==> src/rtl/noc_pkg.sv <==
// Shared NoC types: flit type field, output port codes and route FSM states.
package noc_pkg;

    typedef enum logic [1:0] {
        FLIT_BODY   = 2'b00,
        FLIT_HEAD   = 2'b01,
        FLIT_TAIL   = 2'b10,
        FLIT_SINGLE = 2'b11
    } flit_type_e;

    typedef enum logic [2:0] {
        PORT_LOCAL = 3'd0,
        PORT_NORTH = 3'd1,
        PORT_EAST  = 3'd2,
        PORT_SOUTH = 3'd3,
        PORT_WEST  = 3'd4,
        PORT_NONE  = 3'd7
    } port_e;

    typedef enum logic [1:0] {
        IDLE = 2'd0,
        REQ  = 2'd1,
        FWD  = 2'd2
    } route_state_e;

    // Type field bit positions, counted downwards from the flit MSB.
    localparam int FLIT_TYPE_MSB = 0;
    localparam int FLIT_TYPE_LSB = 1;

endpackage

==> src/rtl/xy_route_calc.sv <==
// Combinational dimension-ordered (X then Y) output port selection for one router.
module xy_route_calc
    import noc_pkg::*;
#(
    parameter int COORD_W = 2,
    parameter int LOCAL_X = 0,
    parameter int LOCAL_Y = 0
) (
    input  logic [2*COORD_W-1:0] dest,
    output port_e                out_port
);

    localparam logic [COORD_W-1:0] HERE_X = COORD_W'(LOCAL_X);
    localparam logic [COORD_W-1:0] HERE_Y = COORD_W'(LOCAL_Y);

    logic [COORD_W-1:0] dx;
    logic [COORD_W-1:0] dy;

    assign dx = dest[COORD_W-1:0];
    assign dy = dest[2*COORD_W-1:COORD_W];

    // X is resolved fully before Y is considered.
    always_comb begin
        if (dx > HERE_X)
            out_port = PORT_EAST;
        else if (dx < HERE_X)
            out_port = PORT_WEST;
        else if (dy > HERE_Y)
            out_port = PORT_NORTH;
        else if (dy < HERE_Y)
            out_port = PORT_SOUTH;
        else
            out_port = PORT_LOCAL;
    end

endmodule

==> src/rtl/nexthop_route_unit.sv <==
// Per-input route unit: routes the head flit, writes the next-hop register, requests the
// arbiter, passes flits through to the crossbar until the tail and then releases the entry.
module nexthop_route_unit
    import noc_pkg::*;
#(
    parameter int FLIT_W  = 32,
    parameter int COORD_W = 2,
    parameter int LOCAL_X = 0,
    parameter int LOCAL_Y = 0
) (
    input  logic              clk,
    input  logic              reset,
    input  logic [FLIT_W-1:0] flit_i,
    input  logic              flit_valid_i,
    output logic              flit_ready_o,
    output logic [2:0]        nhr_address_o,
    output logic              nhr_write_o,
    output logic              req_o,
    input  logic              grant_i,
    output logic [FLIT_W-1:0] flit_o,
    output logic              flit_valid_o,
    input  logic              flit_ready_i,
    output logic              busy_o,
    output logic              err_o
);

    route_state_e state;
    flit_type_e   in_type;
    port_e        route;
    logic         first_done;
    logic         is_head;
    logic         fwd_grant;
    logic         idle_drop;
    logic         transfer;
    logic         ends_packet;

    assign in_type = flit_type_e'(flit_i[FLIT_W-1-FLIT_TYPE_MSB : FLIT_W-1-FLIT_TYPE_LSB]);
    assign is_head = (in_type == FLIT_HEAD) || (in_type == FLIT_SINGLE);

    xy_route_calc #(
        .COORD_W (COORD_W),
        .LOCAL_X (LOCAL_X),
        .LOCAL_Y (LOCAL_Y)
    ) u_xy_route_calc (
        .dest     (flit_i[2*COORD_W-1:0]),
        .out_port (route)
    );

    // Handshakes are gated by reset so the outputs read idle for the whole reset pulse.
    assign fwd_grant    = (state == FWD) && grant_i && !reset;
    assign idle_drop    = (state == IDLE) && flit_valid_i && !is_head && !reset;
    assign flit_o       = flit_i;
    assign flit_valid_o = fwd_grant && flit_valid_i;
    assign flit_ready_o = (fwd_grant && flit_ready_i) || idle_drop;
    assign transfer     = fwd_grant && flit_valid_i && flit_ready_i;
    assign ends_packet  = (in_type == FLIT_TAIL) || ((in_type == FLIT_SINGLE) && !first_done);
    assign busy_o       = (state != IDLE);

    always_ff @(posedge clk or posedge reset) begin
        if (reset) begin
            state         <= IDLE;
            nhr_address_o <= PORT_NONE;
            nhr_write_o   <= 1'b0;
            req_o         <= 1'b0;
            err_o         <= 1'b0;
            first_done    <= 1'b0;
        end else begin
            nhr_write_o <= 1'b0;
            err_o       <= 1'b0;
            case (state)
                IDLE: begin
                    if (flit_valid_i) begin
                        if (is_head) begin
                            nhr_address_o <= route;
                            nhr_write_o   <= 1'b1;
                            req_o         <= 1'b1;
                            first_done    <= 1'b0;
                            state         <= REQ;
                        end else begin
                            err_o <= 1'b1;
                        end
                    end
                end
                REQ: begin
                    if (grant_i)
                        state <= FWD;
                end
                FWD: begin
                    // The head itself is the first transfer; any later head is a protocol error.
                    if (transfer) begin
                        first_done <= 1'b1;
                        if (is_head && first_done)
                            err_o <= 1'b1;
                        if (ends_packet) begin
                            nhr_address_o <= PORT_NONE;
                            nhr_write_o   <= 1'b1;
                            req_o         <= 1'b0;
                            state         <= IDLE;
                        end
                    end
                end
                default: state <= IDLE;
            endcase
        end
    end

endmodule

==> config.mk <==
export PLATFORM = sky130hd
export DESIGN_NAME = nexthop_route_unit
export DESIGN_NICKNAME = d
export VERILOG_FILES = /design/src/rtl/noc_pkg.sv /design/src/rtl/xy_route_calc.sv /design/src/rtl/nexthop_route_unit.sv
export SDC_FILE = /design/constraint.sdc
export NUM_CORES = 1
export LEC_CHECK = 0
export ABC_AREA = 1
export BUFFER_PORTS_ARGS = -buffer_cell sky130_fd_sc_hd__buf_2
export CAP_MARGIN = 25
export CELL_PAD_IN_SITES_DETAIL_PLACEMENT = 0
export CELL_PAD_IN_SITES_GLOBAL_PLACEMENT = 1
export CORE_ASPECT_RATIO = 1.75
export CORE_MARGIN = 1.5
export CORE_UTILIZATION = 23
export DETAILED_ROUTE_END_ITERATION = 8
export PLACE_DENSITY_LB_ADDON = 0.1
export SLEW_MARGIN = 20
export SYNTH_ARGS = -nofsm -noshare
export SYNTH_HDL_FRONTEND = slang
export SYNTH_SLANG_ARGS = --single-unit
export TNS_END_PERCENT = 50
==> constraint.sdc <==
create_clock -name clk -period 3.6 [get_ports clk]
set_input_delay 0.72 -clock clk [delete_from_list [all_inputs] [get_ports clk]]
set_output_delay 0.72 -clock clk [all_outputs]
set_load 0.02 [all_outputs]
==> results of run 1 <==
worst min path at each step:
stage,cells after the start,endpoint,slack [ps]
detailed placement,2,req_o,460
global route,2,nhr_address_o[2],480
floorplan,2,first_done,440
finish,2,nhr_address_o[2],460
global placement,2,req_o,450
CTS,2,nhr_address_o[2],470
through the flow:
stage	util	worst slack [ps]	instances
floorplan	-	1260	97
global placement	0.221	1110	133
detailed placement	0.221	1050	133
CTS	0.235	1050	137
global route	0.235	945	137
finish	0.235	1100	137
cells in the final DEF (no fill, tap or decap):
cell type	count
a21oi_2	1
o21ai_0	4
nand2_1	25
buf_2	25
nor2_1	3
nand3_4	2
nor2_2	2
nor3_1	1
clkbuf_8	3
dfstp_2	3
dfrtp_1	6
nand4_1	4
nand2_2	1
clkbuf_1	1
nor2_4	1
nand2_4	1
nand3_1	3
inv_1	8
flip-flops by register name, summed over array words and instances (netlist names):
register	flops
nhr_address_o	3
state	2
nhr_write_o	1
req_o	1
first_done	1
err_o	1
routing by layer:
layer / track usage / vias up / wire (um)
met5: 0 / - / 0
met4: 0.0771 / 0 / 58
met3: 0.0159 / 8 / 84
met2: 0.156 / 18 / 831
met1: 0.0924 / 251 / 548
li1: - / 269 / -
layout make-up:
type,instances,area (sq um)
well taps,43,53.8
flip-flops and latches,9,229
clock buffers,4,45.0
fillers,368,2400
repair buffers,25,125
multi-input cells,48,255
inverters,8,30.0
worst min-delay path, stage by stage (launching register included):
cell and delay (ps):
dfstp_2 360, nand2_1 50, nand2_1 40
kinds of logic after synthesis:
group,share of synthesized area
flip-flops,0.303
buffers and inverters,0.358
AO/OA/AOI/OAI,0.0381
AND/OR/NAND/NOR,0.300
power groups by stage:
| stage | clock network [mW] | registers [mW] | logic, mW |
|---|---|---|---|
| after global placement | 0 | 0.159 | 0.233 |
| after floorplan | 0 | 0.189 | 0.179 |
| final | 0.115 | 0.157 | 0.228 |
| after detailed placement | 0 | 0.158 | 0.233 |
| after global routing | 0.125 | 0.162 | 0.259 |
| after CTS | 0.119 | 0.157 | 0.233 |
==> results.txt, run 1 <==
CP Buf/Inv Count = 3
first-pass GRT wire length = 2440 um
Syn Nets = 134
element type at the critical path end = primary output
Yosys warnings = 0
Total Wirelength = 1520 um
cell breakdown of the critical path = buf_2, inv_1, nand2_1, nor3_1, buf_2
worst r2r src = state[0]
most frequent cell after synthesis = buf_4
final setup fails = 0
Sink Count = 9
FMAX = 400 MHz
P&R area growth vs syn = -2.16%
Post-Syn Instances = 97
status = complete, no violations
I/O pin cnt = 78
Synth Cell Area = 754 sq um
TritonCTS Buffers = 3
Synth area leaders = buf_4 (32%), dfrtp_1 (20%), nand2_1 (12%), dfstp_2 (10%), nand3_4 (4.6%)
Hold Startpoint = nhr_address_o[2]
Final Max Tran Viols = 0
Cell Pwr Density = 677 mW/mm^2
Final min period = 2500 ps
cts hold-fix bufs = 0
Worst path slowest cell = inv_1
Via density = 3.99
Critical Path RT = 2880 ps
worst-margin pin slew = 414 ps
Max-cap violations = 0
final hold vios = 0
most frequent CP cell = buf_2
R2R cell count = 8
Clock transition at path regs = 40 ps
Seq cells post-synth = 9
Primary FF master, synth = dfrtp_1
DIE AREA = 0.00365 sq mm
Reg2Reg Setup Slack = 2270 ps
Pint = 0.291 mW
H-tree levels = 1
final clock skew = 1.85 ps
crit-path max cell delay = 310 ps
Skew-Pair Late Insertion Delay = 230 ps
antenna violations before repair = 0
Sum Neg Setup Slack = 0 ps
Flop pwr share = 0.314
largest net degree at the start of global routing = 11
nets = 132
hold_ws = 460 ps
vias in the first global route = 539
PostCTS Resize Cnt = 0
Routed WL per cell = 11.1 um
sw frac = 0.417
crit path launch = reset
1st-iter DRT viols = 29
Chip Height = 78.8 um
Tcrit/Tclk final = 0.695
Post-synth EDFFs = 0
Pre-Repair DR Iteration Count = 4
Net Sw Power = 0.208 mW
GPL Wtd Cong = 0.799
P_leak = 0.406 nW
Seq/Total Area, Yosys = 0.303
part of the power in combinational logic = 0.456
Placed Area = 693 sq um
vias post-DR = 546
Clock Power Share = 0.230
# rows = 27
crit path kind = input pin to primary output
synth unique cells = 16
CTS tree = done
Async S/R FF share, synth = 1.00
diodes inserted = 0
Synth top area share = 0.318
hpwl dp = 1280 um
HP Class = register to register
dominant cell type by area after synthesis = buf_4
post-route ant nets = 0
Post-Synthesis Mean Instance Area = 7.78 sq um
Max-slew headroom = 0.724
RSZ-0062 raised after global routing = no
clock buffer depth = 2
total grt overflow = 0
CP arrival = 1780 ps
Initial Util = 0.240
Post-CTS Setup Inserts = 0
core area = 0.00314 sq mm
critical path launch point type = input pin
Design Area, Final = 738 sq um
worst setup path end = flit_valid_o
drt drc = 0
CP Max Fanout = 10
overall routing resource usage = 0.0930
synth cell count leaders = buf_4 (32), nand2_1 (25), inv_1 (8)
clock root buffer master = clkbuf_8
Worst path depth = 5
power after layout = 0.500 mW
number of I/O port buffers = 25
width of the die = 46.3 um
layout cells sized above 1 = 0.415
maximum VDD drop = 233 uV
CP top delay family = buffers and inverters
FF-to-FF End = req_o
Power figures use the tool's default switching activity.
==> inputs of run 2 (changes only) <==
--- a/config.mk
+++ b/config.mk
@@ -12,7 +12,7 @@
 export CELL_PAD_IN_SITES_GLOBAL_PLACEMENT = 1
 export CORE_ASPECT_RATIO = 1.75
 export CORE_MARGIN = 1.5
-export CORE_UTILIZATION = 23
+export CORE_UTILIZATION = 20
 export DETAILED_ROUTE_END_ITERATION = 8
 export PLACE_DENSITY_LB_ADDON = 0.1
 export SLEW_MARGIN = 20
==> constraint.sdc (replaced) <==
create_clock -name clk -period 2.26 [get_ports clk]
set_input_delay 0.452 -clock clk [delete_from_list [all_inputs] [get_ports clk]]
set_output_delay 0.452 -clock clk [all_outputs]
set_load 0.02 [all_outputs]
==> run 2 against run 1 <==
First-iteration DRC count decreased by 59%. Design area increased by 1.5%. Combinational power increased by 57%. Via count decreased by 0.18%. Global-route usage decreased by 1.1 points. Register-to-register slack got worse by 1300 ps. Die area increased by 14%. Clock power increased by 62%. Cell count increased by 2.9%. Setup slack got worse by 630 ps. Largest cell class unchanged. Highest routed layer unchanged. Non-clock buffer count increased by 1.
==> results.txt, run 2 (synthesis gave the netlist of run 1 again) <==
# fillers = 424 (+15%)
critical path launch point type = register
clock root buffer master = clkbuf_8
Final Max Tran Viols = 0 (unchanged)
FMAX = 560 MHz
Skew-Pair Late Insertion Delay = 230 ps (about the same)
# rows = 29 (+7.4%)
P&R area growth vs syn = -0.663%
Final min period = 1790 ps
GPL Wtd Cong = 0.711 (-11%)
crit-path max cell delay = 420 ps (+110 ps)
clock buffer depth = 2 (unchanged)
post-route ant nets = 0 (unchanged)
final clock skew = 1.61 ps (-0.241 ps)
status = complete, no violations
hold_ws = 232 ps (-228 ps)
Worst path slowest cell = dfrtp_1
fin worst setup slack = 473 ps (-626 ps)
P_leak = 0.411 nW (+1.2%)
nets = 133 (+0.76%)
cts hold-fix bufs = 0 (unchanged)
Post-CTS Setup Inserts = 0 (unchanged)
pre-CTS setup slack = 648 ps (-398 ps)
CP top delay family = flip-flops
Via density = 3.87 (-3.0%)
PostCTS Resize Cnt = 0 (unchanged)
layout cells sized above 1 = 0.421 (+0.00616)
total grt overflow = 0 (unchanged)
worst-margin pin slew = 222 ps (-193 ps)
Biggest register = nhr_address_o
DIE AREA = 0.00416 sq mm (+14%)
number of I/O port buffers = 25 (unchanged)
most frequent cells in the layout = nand2_1 (25), buf_2 (25), inv_1 (8)
cell breakdown of the critical path = nor2_2, nand3_1, o21ai_0, buf_2
RSZ-0062 raised after global routing = no
final core utilization = 0.207 (-0.0284)
Pre-Repair DR Iteration Count = 4 (unchanged)
Max-cap violations = 0 (unchanged)
antenna violations before repair = 0 (unchanged)
crit path kind = register to primary output
hpwl dp = 1310 um (+2.0%)
Max-slew headroom = 0.851 (+0.128)
overall routing resource usage = 0.0819 (-0.0111)
width of the die = 49.4 um (+6.8%)
Chip Height = 84.3 um (+7.0%)
TritonCTS Buffers = 3 (unchanged)
Tcrit/Tclk final = 0.791
Critical Path RT = 1810 ps (-1070 ps)
CP Max Fanout = 6 (-4)
Top Registers = nhr_address_o (3), state (2)
HP Class = input pin to asynchronous set/reset pin
element type at the critical path end = primary output
drt drc = 0 (unchanged)
vias post-DR = 545 (-0.18%)
I/O pin cnt = 78 (unchanged)
CP Buf/Inv Count = 1 (-2)
Routed WL per cell = 10.7 um (-3.4%)
Sum Neg Setup Slack = 0 ps (unchanged)
Total Wirelength = 1510 um (-0.59%)
final setup fails = 0 (unchanged)
CTS tree = done
H-tree levels = 1 (unchanged)
CP arrival = 1340 ps (-440 ps)
max FFs per register = 3 (unchanged)
1st-iter DRT viols = 12 (-59%)
Initial Util = 0.208 (-0.0322)
first-pass GRT wire length = 2500 um (+2.5%)
largest net degree at the start of global routing = 10 (-1)
maximum VDD drop = 219 uV (-6.1%)
core area = 0.00363 sq mm (+15%)
Clock transition at path regs = 50 ps (about the same)
vias in the first global route = 545 (+1.1%)
final hold vios = 0 (unchanged)
diodes inserted = 0 (unchanged)
Cell Pwr Density = 1060 mW/mm^2 (+57%)
Sink Count = 9 (unchanged)
==> run 2: worst register-to-register path: cells and delay by family, from the launching register on <==
| kind | cells | cell delay [ps] |
|---|---|---|
| simple gates | 7 | 700 |
| buf+inv | 1 | 110 |
| flops | 1 | 380 |
==> run 2: power by group <==
group	leakage, nW	internal, mW	switching [mW]
combinational	0.279	0.118	0.240
clock	0.0228	0.123	0.0633
sequential	0.110	0.225	0.0264
==> run 2: cell type report <==
type / count / area [sq um] / area share
clock buffers: 4 / 45.0 / 0.0601
inverters: 8 / 30.0 / 0.0401
multi-input cells: 48 / 255 / 0.341
flip-flops and latches: 9 / 229 / 0.306
well taps: 46 / 57.6 / 0.0768
repair buffers: 26 / 133 / 0.177
==> run 2: path summary, 6_finish.rpt <==
check | start | end | slack, ps | cells past startpoint
setup / recovery | state[1] | flit_ready_o | 470 | 4
hold / removal | reset | req_o | 230 | 3
setup reg to reg | state[0] | req_o | 950 | 8
hold reg to reg | nhr_address_o[0] | nhr_address_o[0] | 460 | 2
max in group asynchronous | reset | nhr_address_o[2] | 1810 | 3
min in group clk | nhr_address_o[0] | nhr_address_o[0] | 460 | 2
==> run 2: routing by layer <==
layer,track usage,part of all wire,vias to the layer above,routed length [um]
met5,0,0,-,0
met1,0.0715,0.34,252,510
met3,0.0160,0.065,6,98
met4,0.0758,0.026,0,40
li1,-,-,270,-
met2,0.150,0.57,17,865
==> run 2: metrics by stage <==
stage / instances / total power, mW / instance area (sq um)
3_5_place_dp: 137 / 0.623 / 704
5_1_grt: 141 / 0.869 / 749
3_3_place_gp: 137 / 0.627 / 704
4_1_cts: 141 / 0.816 / 749
2_1_floorplan: 97 / 0.586 / 754
6_report: 141 / 0.795 / 749
